File: config.mk
export PLATFORM = sky130hd
export DESIGN_NAME = cls_lockstep_supervisor
export DESIGN_NICKNAME = d
export VERILOG_FILES = /design/src/rtl/cls_pkg.sv /design/src/rtl/cls_vote_cmp.sv /design/src/rtl/cls_lockstep_supervisor.sv
export SDC_FILE = /design/constraint.sdc
export NUM_CORES = 1
export LEC_CHECK = 0
export ABC_AREA = 1
export BUFFER_PORTS_ARGS = -buffer_cell sky130_fd_sc_hd__buf_4
export CAP_MARGIN = 5
export CORE_MARGIN = 10
export CORE_UTILIZATION = 45
export CTS_CLUSTER_DIAMETER = 50
export DETAILED_ROUTE_END_ITERATION = 16
export GPL_TIMING_DRIVEN = 0
export PLACE_DENSITY_LB_ADDON = 0.15
export REMOVE_ABC_BUFFERS = 1
export SLEW_MARGIN = 0
export SYNTH_ARGS = -nofsm -noshare
export SYNTH_HDL_FRONTEND = slang
export SYNTH_SLANG_ARGS = --single-unit
File: constraint.sdc
create_clock -name clk -period 1.86 [get_ports clk]
set_input_delay 0.372 -clock clk [delete_from_list [all_inputs] [get_ports clk]]
set_output_delay 0.372 -clock clk [all_outputs]
set_load 0.02 [all_outputs]
File: src/rtl/cls_pkg.sv
// Shared types for the lockstep supervisor: fault causes, supervisor states
// and the mapping from a compared field to its fault cause.
package cls_pkg;

    typedef enum logic [2:0] {
        NONE       = 3'd0,
        DATA_REQ   = 3'd1,
        DATA_ADDR  = 3'd2,
        DATA_WE    = 3'd3,
        DATA_BE    = 3'd4,
        DATA_WDATA = 3'd5,
        INSTR_REQ  = 3'd6,
        INSTR_ADDR = 3'd7
    } fault_cause_e;

    typedef enum logic [1:0] {
        RUN      = 2'd0,
        RST_HOLD = 2'd1,
        HALT     = 2'd2
    } sup_state_e;

    // Compared fields, indexed in fault priority order (0 = highest).
    localparam int NUM_FIELDS = 7;

    function automatic fault_cause_e field_cause(input int idx);
        return fault_cause_e'(3'(idx + 1));
    endfunction

endpackage

File: src/rtl/cls_vote_cmp.sv
// Combinational signature builder and majority voter for NCORES lockstep cores.
// Fields that are not qualified by their request/write strobe are masked to zero.
module cls_vote_cmp
    import cls_pkg::*;
#(
    parameter int NCORES = 3,
    parameter int AW     = 32,
    parameter int DW     = 32
) (
    input  logic [NCORES-1:0]        i_instr_req,
    input  logic [NCORES*AW-1:0]     i_instr_addr,
    input  logic [NCORES-1:0]        i_data_req,
    input  logic [NCORES-1:0]        i_data_we,
    input  logic [NCORES*DW/8-1:0]   i_data_be,
    input  logic [NCORES*AW-1:0]     i_data_addr,
    input  logic [NCORES*DW-1:0]     i_data_wdata,
    output logic                     o_mismatch,
    output fault_cause_e             o_cause,
    output logic [NCORES-1:0]        o_fault_core
);

    localparam int BW = DW / 8;
    localparam int SW = 3 + 2 * AW + BW + DW;

    logic          w_dreq  [NCORES];
    logic [AW-1:0] w_daddr [NCORES];
    logic          w_we    [NCORES];
    logic [BW-1:0] w_be    [NCORES];
    logic [DW-1:0] w_wdata [NCORES];
    logic          w_ireq  [NCORES];
    logic [AW-1:0] w_iaddr [NCORES];
    logic [SW-1:0] w_sig   [NCORES];
    logic [NUM_FIELDS-1:0] w_diff;

    for (genvar g = 0; g < NCORES; g++) begin : g_sig
        assign w_dreq[g]  = i_data_req[g];
        assign w_daddr[g] = i_data_req[g] ? i_data_addr[g*AW +: AW] : '0;
        assign w_we[g]    = i_data_req[g] & i_data_we[g];
        assign w_be[g]    = w_we[g] ? i_data_be[g*BW +: BW] : '0;
        assign w_wdata[g] = w_we[g] ? i_data_wdata[g*DW +: DW] : '0;
        assign w_ireq[g]  = i_instr_req[g];
        assign w_iaddr[g] = i_instr_req[g] ? i_instr_addr[g*AW +: AW] : '0;
        assign w_sig[g]   = {w_dreq[g], w_daddr[g], w_we[g], w_be[g],
                             w_wdata[g], w_ireq[g], w_iaddr[g]};
    end

    // Per-field divergence of any core against core 0.
    always_comb begin
        // NOTE: every always_comb output gets a default first so no path leaves it unassigned and infers a latch.
        w_diff = '0;
        for (int i = 1; i < NCORES; i++) begin
            if (w_dreq[i]  != w_dreq[0])  w_diff[0] = 1'b1;
            if (w_daddr[i] != w_daddr[0]) w_diff[1] = 1'b1;
            if (w_we[i]    != w_we[0])    w_diff[2] = 1'b1;
            if (w_be[i]    != w_be[0])    w_diff[3] = 1'b1;
            if (w_wdata[i] != w_wdata[0]) w_diff[4] = 1'b1;
            if (w_ireq[i]  != w_ireq[0])  w_diff[5] = 1'b1;
            if (w_iaddr[i] != w_iaddr[0]) w_diff[6] = 1'b1;
        end
    end

    assign o_mismatch = |w_diff;

    // Scan from lowest priority upward so the highest-priority hit is left last.
    always_comb begin
        o_cause = NONE;
        for (int k = NUM_FIELDS - 1; k >= 0; k--) begin
            if (w_diff[k]) o_cause = field_cause(k);
        end
    end

    // A core is outvoted unless a strict majority shares its signature; with no
    // majority at all every core ends up flagged.
    for (genvar g = 0; g < NCORES; g++) begin : g_vote
        logic [NCORES-1:0] w_eq;
        always_comb begin
            w_eq = '0;
            for (int h = 0; h < NCORES; h++) begin
                w_eq[h] = (w_sig[h] == w_sig[g]);
            end
        end
        assign o_fault_core[g] = ($countones(w_eq) < (NCORES / 2 + 1));
    end

endmodule

File: src/rtl/cls_lockstep_supervisor.sv
// N-core lockstep supervisor: compares core bus requests, pulses the shared core
// reset on divergence, and halts the cluster once the retry budget is spent.
module cls_lockstep_supervisor
    import cls_pkg::*;
#(
    parameter int NCORES       = 3,
    parameter int AW           = 32,
    parameter int DW           = 32,
    parameter int RST_CYCLES   = 2,
    parameter int CLEAN_WINDOW = 1024,
    parameter int MAX_RETRIES  = 3,
    parameter int CNT_W        = 8,
    localparam int RCW = (MAX_RETRIES > 0) ? $clog2(MAX_RETRIES + 1) : 1
) (
    input  logic                   clk,
    input  logic                   rst,
    input  logic                   enable,
    input  logic                   clr_cnt,
    input  logic [NCORES-1:0]      instr_req,
    input  logic [NCORES*AW-1:0]   instr_addr,
    input  logic [NCORES-1:0]      data_req,
    input  logic [NCORES-1:0]      data_we,
    input  logic [NCORES*DW/8-1:0] data_be,
    input  logic [NCORES*AW-1:0]   data_addr,
    input  logic [NCORES*DW-1:0]   data_wdata,
    output logic                   core_rst_n,
    output logic                   fault_o,
    output fault_cause_e           fault_cause,
    output logic [NCORES-1:0]      fault_core,
    output logic                   halted,
    output logic [RCW-1:0]         retry_cnt,
    output logic [CNT_W-1:0]       fault_cnt
);

    localparam int HCW = $clog2(RST_CYCLES + 1);
    localparam int CWW = $clog2(CLEAN_WINDOW + 1);

    sup_state_e        r_state;
    logic [HCW-1:0]    r_hold;
    logic              r_blank;
    logic [CWW-1:0]    r_clean;

    logic              w_raw_mismatch;
    fault_cause_e      w_cause;
    logic [NCORES-1:0] w_fault_core;
    logic              w_mismatch;
    logic              w_window_done;
    logic              w_cnt_sat;

    cls_vote_cmp #(
        .NCORES (NCORES),
        .AW     (AW),
        .DW     (DW)
    ) u_vote_cmp (
        .i_instr_req  (instr_req),
        .i_instr_addr (instr_addr),
        .i_data_req   (data_req),
        .i_data_we    (data_we),
        .i_data_be    (data_be),
        .i_data_addr  (data_addr),
        .i_data_wdata (data_wdata),
        .o_mismatch   (w_raw_mismatch),
        .o_cause      (w_cause),
        .o_fault_core (w_fault_core)
    );

    // The first RUN cycle after a core reset is blanked while the cores settle.
    assign w_mismatch    = enable & (r_state == RUN) & ~r_blank & w_raw_mismatch;
    assign w_window_done = (r_clean == CWW'(CLEAN_WINDOW - 1));
    assign w_cnt_sat     = &fault_cnt;

    always_ff @(posedge clk or posedge rst) begin
        if (rst) begin
            r_state     <= RST_HOLD;
            r_hold      <= HCW'(RST_CYCLES);
            r_blank     <= 1'b0;
            r_clean     <= '0;
            core_rst_n  <= 1'b0;
            fault_o     <= 1'b0;
            fault_cause <= NONE;
            fault_core  <= '0;
            halted      <= 1'b0;
            retry_cnt   <= '0;
            fault_cnt   <= '0;
        end else begin
            // NOTE: non-blocking assignments here so every register sees pre-edge values, independent of statement order.
            fault_o <= w_mismatch;
            r_blank <= 1'b0;
            if (w_mismatch) begin
                fault_cause <= w_cause;
                fault_core  <= w_fault_core;
            end

            case (r_state)
                RST_HOLD: begin
                    core_rst_n <= 1'b0;
                    if (r_hold <= HCW'(1)) begin
                        r_state    <= RUN;
                        core_rst_n <= 1'b1;
                        r_blank    <= 1'b1;
                    end else begin
                        r_hold <= r_hold - 1'b1;
                    end
                end
                RUN: begin
                    if (w_mismatch) begin
                        // A fault on the window boundary wins and is judged on the old retry count.
                        r_clean    <= '0;
                        core_rst_n <= 1'b0;
                        if (retry_cnt < RCW'(MAX_RETRIES)) begin
                            retry_cnt <= retry_cnt + 1'b1;
                            r_state   <= RST_HOLD;
                            r_hold    <= HCW'(RST_CYCLES);
                        end else begin
                            r_state <= HALT;
                            halted  <= 1'b1;
                        end
                    end else if (w_window_done) begin
                        r_clean   <= '0;
                        retry_cnt <= '0;
                    end else begin
                        r_clean <= r_clean + 1'b1;
                    end
                end
                HALT: begin
                    core_rst_n <= 1'b0;
                    halted     <= 1'b1;
                end
                default: begin
                    r_state    <= RST_HOLD;
                    r_hold     <= HCW'(RST_CYCLES);
                    core_rst_n <= 1'b0;
                end
            endcase

            if (clr_cnt) begin
                fault_cnt <= w_mismatch ? CNT_W'(1) : '0;
            end else if (w_mismatch && !w_cnt_sat) begin
                fault_cnt <= fault_cnt + 1'b1;
            end
        end
    end

endmodule

==> impl_metrics.json <==
{
  "antenna_found_initial": 0,
  "vias_per_cell": 5.27,
  "slew_violations": 0,
  "hold_viol_final": 0,
  "wl_um": 38600,
  "critPathBufInv": 8,
  "die_height_um": 158,
  "p_leak_nw": 6.91,
  "path_cells": "buf_16 -> nand2_8 -> buf_12 -> inv_8 -> buf_4 -> nand2_1 -> xnor2_1 -> nor2_1 -> nand3_1 -> inv_2 -> nand2_1 -> nor2_2 -> nand2_2 -> nand2_8 -> buf_6 -> buf_6 -> buf_4 -> nand3_1 -> nand2_1",
  "final_cell_mix": "nand2_1, buf_4, nor2_1",
  "routed-via-count": 12000,
  "nets": 2353,
  "maxSlewHeadroom_pct": 57.2,
  "async_reset_ff_share_pct": 100,
  "intPower_mw": 2.55,
  "synth-seq-cells": 35,
  "cp_top_family": "simple AND/OR/NAND/NOR gates",
  "place.port_buffers": 331,
  "min_period_over_period_pct": 126,
  "worstSetupEndpointType": "flip-flop",
  "gp_congestion": 0.917,
  "path_class": "in -> reg",
  "start_util_pct": 45.7,
  "peakVddDrop_uv": 466,
  "power.density_nw_per_um2": 327,
  "max_cap_viol_count": 0,
  "power_frac_seq_pct": 18.1,
  "postCtsHoldBufs": 0,
  "dp_hpwl_um": 26900,
  "setup_ws_ns": -0.479,
  "syn_inst": 1675,
  "synth_seq_area_share_pct": 10.3,
  "ys_warn_count": 0,
  "drive_gt1_share_pct": 26.3,
  "yosys.area.top_type_share_pct": 29.5,
  "yosys.area.top_type": "nand2_1",
  "cp-start-kind": "input pin",
  "antenna_left": 0,
  "drtPass1Iterations": 6,
  "skew_ns": 0.00447,
  "synthFlopType": "dfrtp_1",
  "core-area_um2": 18700,
  "synth.area.top_cells": "nand2_1, nor2_1, xor2_1",
  "io_pins": 332,
  "diodes": 0,
  "synth_edf_count": 0,
  "ys_types": 36,
  "tritoncts": "built",
  "slowest_delay_ns": 0.18,
  "syn_avg_cell_area_um2": 5.10,
  "clockRootBuffer": "clkbuf_16",
  "fin_crit_ns": 2.34,
  "grt_pass1_wl_um": 57800,
  "grt_use_total_pct": 28.7,
  "clkLatencyLatePin_ns": 0.28,
  "die_area_um2": 24900,
  "hold_path_class": "in -> async",
  "cp_data_arrival_time_ns": 2.56,
  "status": "complete, but fails checks",
  "grt_pass1_vias": 11500,
  "cts.sinks": 35,
  "crit_path_frequent_cell": "nand2_1",
  "dp_cells": 2183,
  "cts.clk_slew.worst_paths_ns": 0.06,
  "dpl_worst_slack_ns": -2.47,
  "drc": 0,
  "finalSetupViolCount": 34,
  "routedWlPerCell_um": 17.0,
  "cts_buffers": 5,
  "syn-cell-area_um2": 8550,
  "die_w_um": 158,
  "violations": "setup timing",
  "pwr-share-comb_pct": 59.3,
  "cts_max_level": 2,
  "clockPowerShare_pct": 22.7,
  "rsz0062_at_grt": "yes",
  "p_sw_mw": 1.66,
  "layout_commonest_cell": "nand2_1",
  "slowest_stage": "nor2_1",
  "final_cells": 2271,
  "cts.path.max_buffers": 2,
  "areaGrowthSynthToFinish_pct": 50.8,
  "n_fill_cell": 1715,
  "grt_max_degree": 43,
  "drt_first_iter_violations": 871,
  "worstPathMaxFanout": 8,
  "worst_pin_slew_ns": 0.641,
  "fmax_ghz": 0.427,
  "switching_share_pct": 39.5,
  "overflow": 0,
  "rows": 50,
  "critPathRequiredTime_ns": 2.08
}
==> through the flow <==
stage	hold slack, ns	util (%)	area [µm²]	setup TNS [ns]	total power, mW
after detailed placement	0.456	58.9	11000	-76.75	2.84
after global routing	0.226	68.9	12900	-14.38	4.49
after floorplan	0.444	-	8220	-15.95	1.90
final	0.180	68.9	12900	-11.49	4.22
after CTS	0.194	66.5	12400	-7.88	4.12
after global placement	0.453	58.8	11000	-75.31	2.82
==> power by group through the flow <==
| stage | Sequential [mW] | Clock (mW) | Combinational, mW |
|---|---|---|---|
| 5_1_grt | 0.762 | 0.997 | 2.73 |
| 6_report | 0.762 | 0.956 | 2.50 |
| 3_5_place_dp | 0.775 | 0 | 2.07 |
| 2_1_floorplan | 0.775 | 0 | 1.13 |
| 4_1_cts | 0.762 | 0.972 | 2.38 |
| 3_3_place_gp | 0.775 | 0 | 2.04 |
==> final cells by class <==
| cell class | instances | area, µm² | share of cell area [%] |
|---|---|---|---|
| multi-input cells | 1415 | 7300 | 56.7 |
| repair buffers | 394 | 3460 | 26.9 |
| flip-flops and latches | 35 | 878 | 6.81 |
| inverters | 180 | 723 | 5.61 |
| well taps | 234 | 293 | 2.27 |
| clock buffers | 5 | 125 | 0.971 |
| repair inverters | 5 | 58.8 | 0.456 |
| clock inverters | 3 | 43.8 | 0.340 |
==> per-layer routing <==
layer	track usage, %	share of wire (%)	vias up
li1	-	-	5952
met1	32.3	37	5293
met2	50.0	47	616
met3	8.25	12	111
met4	11.0	4.0	0
met5	0	0	-
==> state kept, by name, indices dropped and copies added, names as in the netlist <==
name / flops
core_rst_n: 1
fault_cause: 3
fault_cnt: 8
fault_core: 3
fault_o: 1
halted: 1
r_blank: 1
r_clean: 11
r_hold: 2
r_state: 2
retry_cnt: 2
==> synth_stat cells (2+ instances only) <==
library cell,number
nand2_1,673
nor2_1,242
nand3_1,177
inv_1,174
xor2_1,102
xnor2_1,64
buf_2,33
dfrtp_1,33
nand4_1,28
o21ai_0,20
nor3_1,18
nor4_1,18
nor2_2,14
clkbuf_1,11
buf_4,9
o21ai_1,9
a21oi_1,7
nand2_2,6
buf_6,5
inv_2,5
ha_1,4
o22ai_1,4
nand3b_1,3
dfstp_2,2
nand2_4,2
nor4b_1,2
==> cell families (layout without fill, tap and decap cells) <==
| logic type | Yosys count | count (layout) | share of synthesized area [%] |
|---|---|---|---|
| compound gates | 46 | 46 | 2.93 |
| xor+xnor | 166 | 166 | 17.0 |
| fa+ha+maj | 4 | 4 | 0.585 |
| buf+inv | 238 | 587 | 11.8 |
| flops | 35 | 35 | 10.3 |
| simple gates | 1186 | 1199 | 57.4 |
==> path summary, 6_finish.rpt <==
check / startpoint / slack [ns] / cells past startpoint / endpoint
worst max-delay path: data_req[1] / -0.48 / 19 / core_rst_n$_DFFE_PP0P_
worst min-delay path: rst / 0.18 / 2 / fault_o$_DFF_PP0_
worst max register to register: r_state[1]$_DFFE_PP0P_ / -0.19 / 8 / r_clean[9]$_DFFE_PP0P_
worst min register to register: r_hold[1]$_DFFE_PP1P_ / 0.46 / 2 / r_hold[1]$_DFFE_PP1P_
max in group asynchronous: rst / 1.07 / 3 / r_hold[1]$_DFFE_PP1P_
min in group clk: clr_cnt / 0.40 / 4 / fault_cnt[4]$_DFFE_PP0P_
==> repair_timing <==
action,4_1_cts,5_1_grt
pin swaps,26,36
endpoints found under the setup margin,34,34
setup buffers,37,16
resized for setup,120,77
cloned,26,3
No activity file was read; power rests on OpenSTA's default activity.
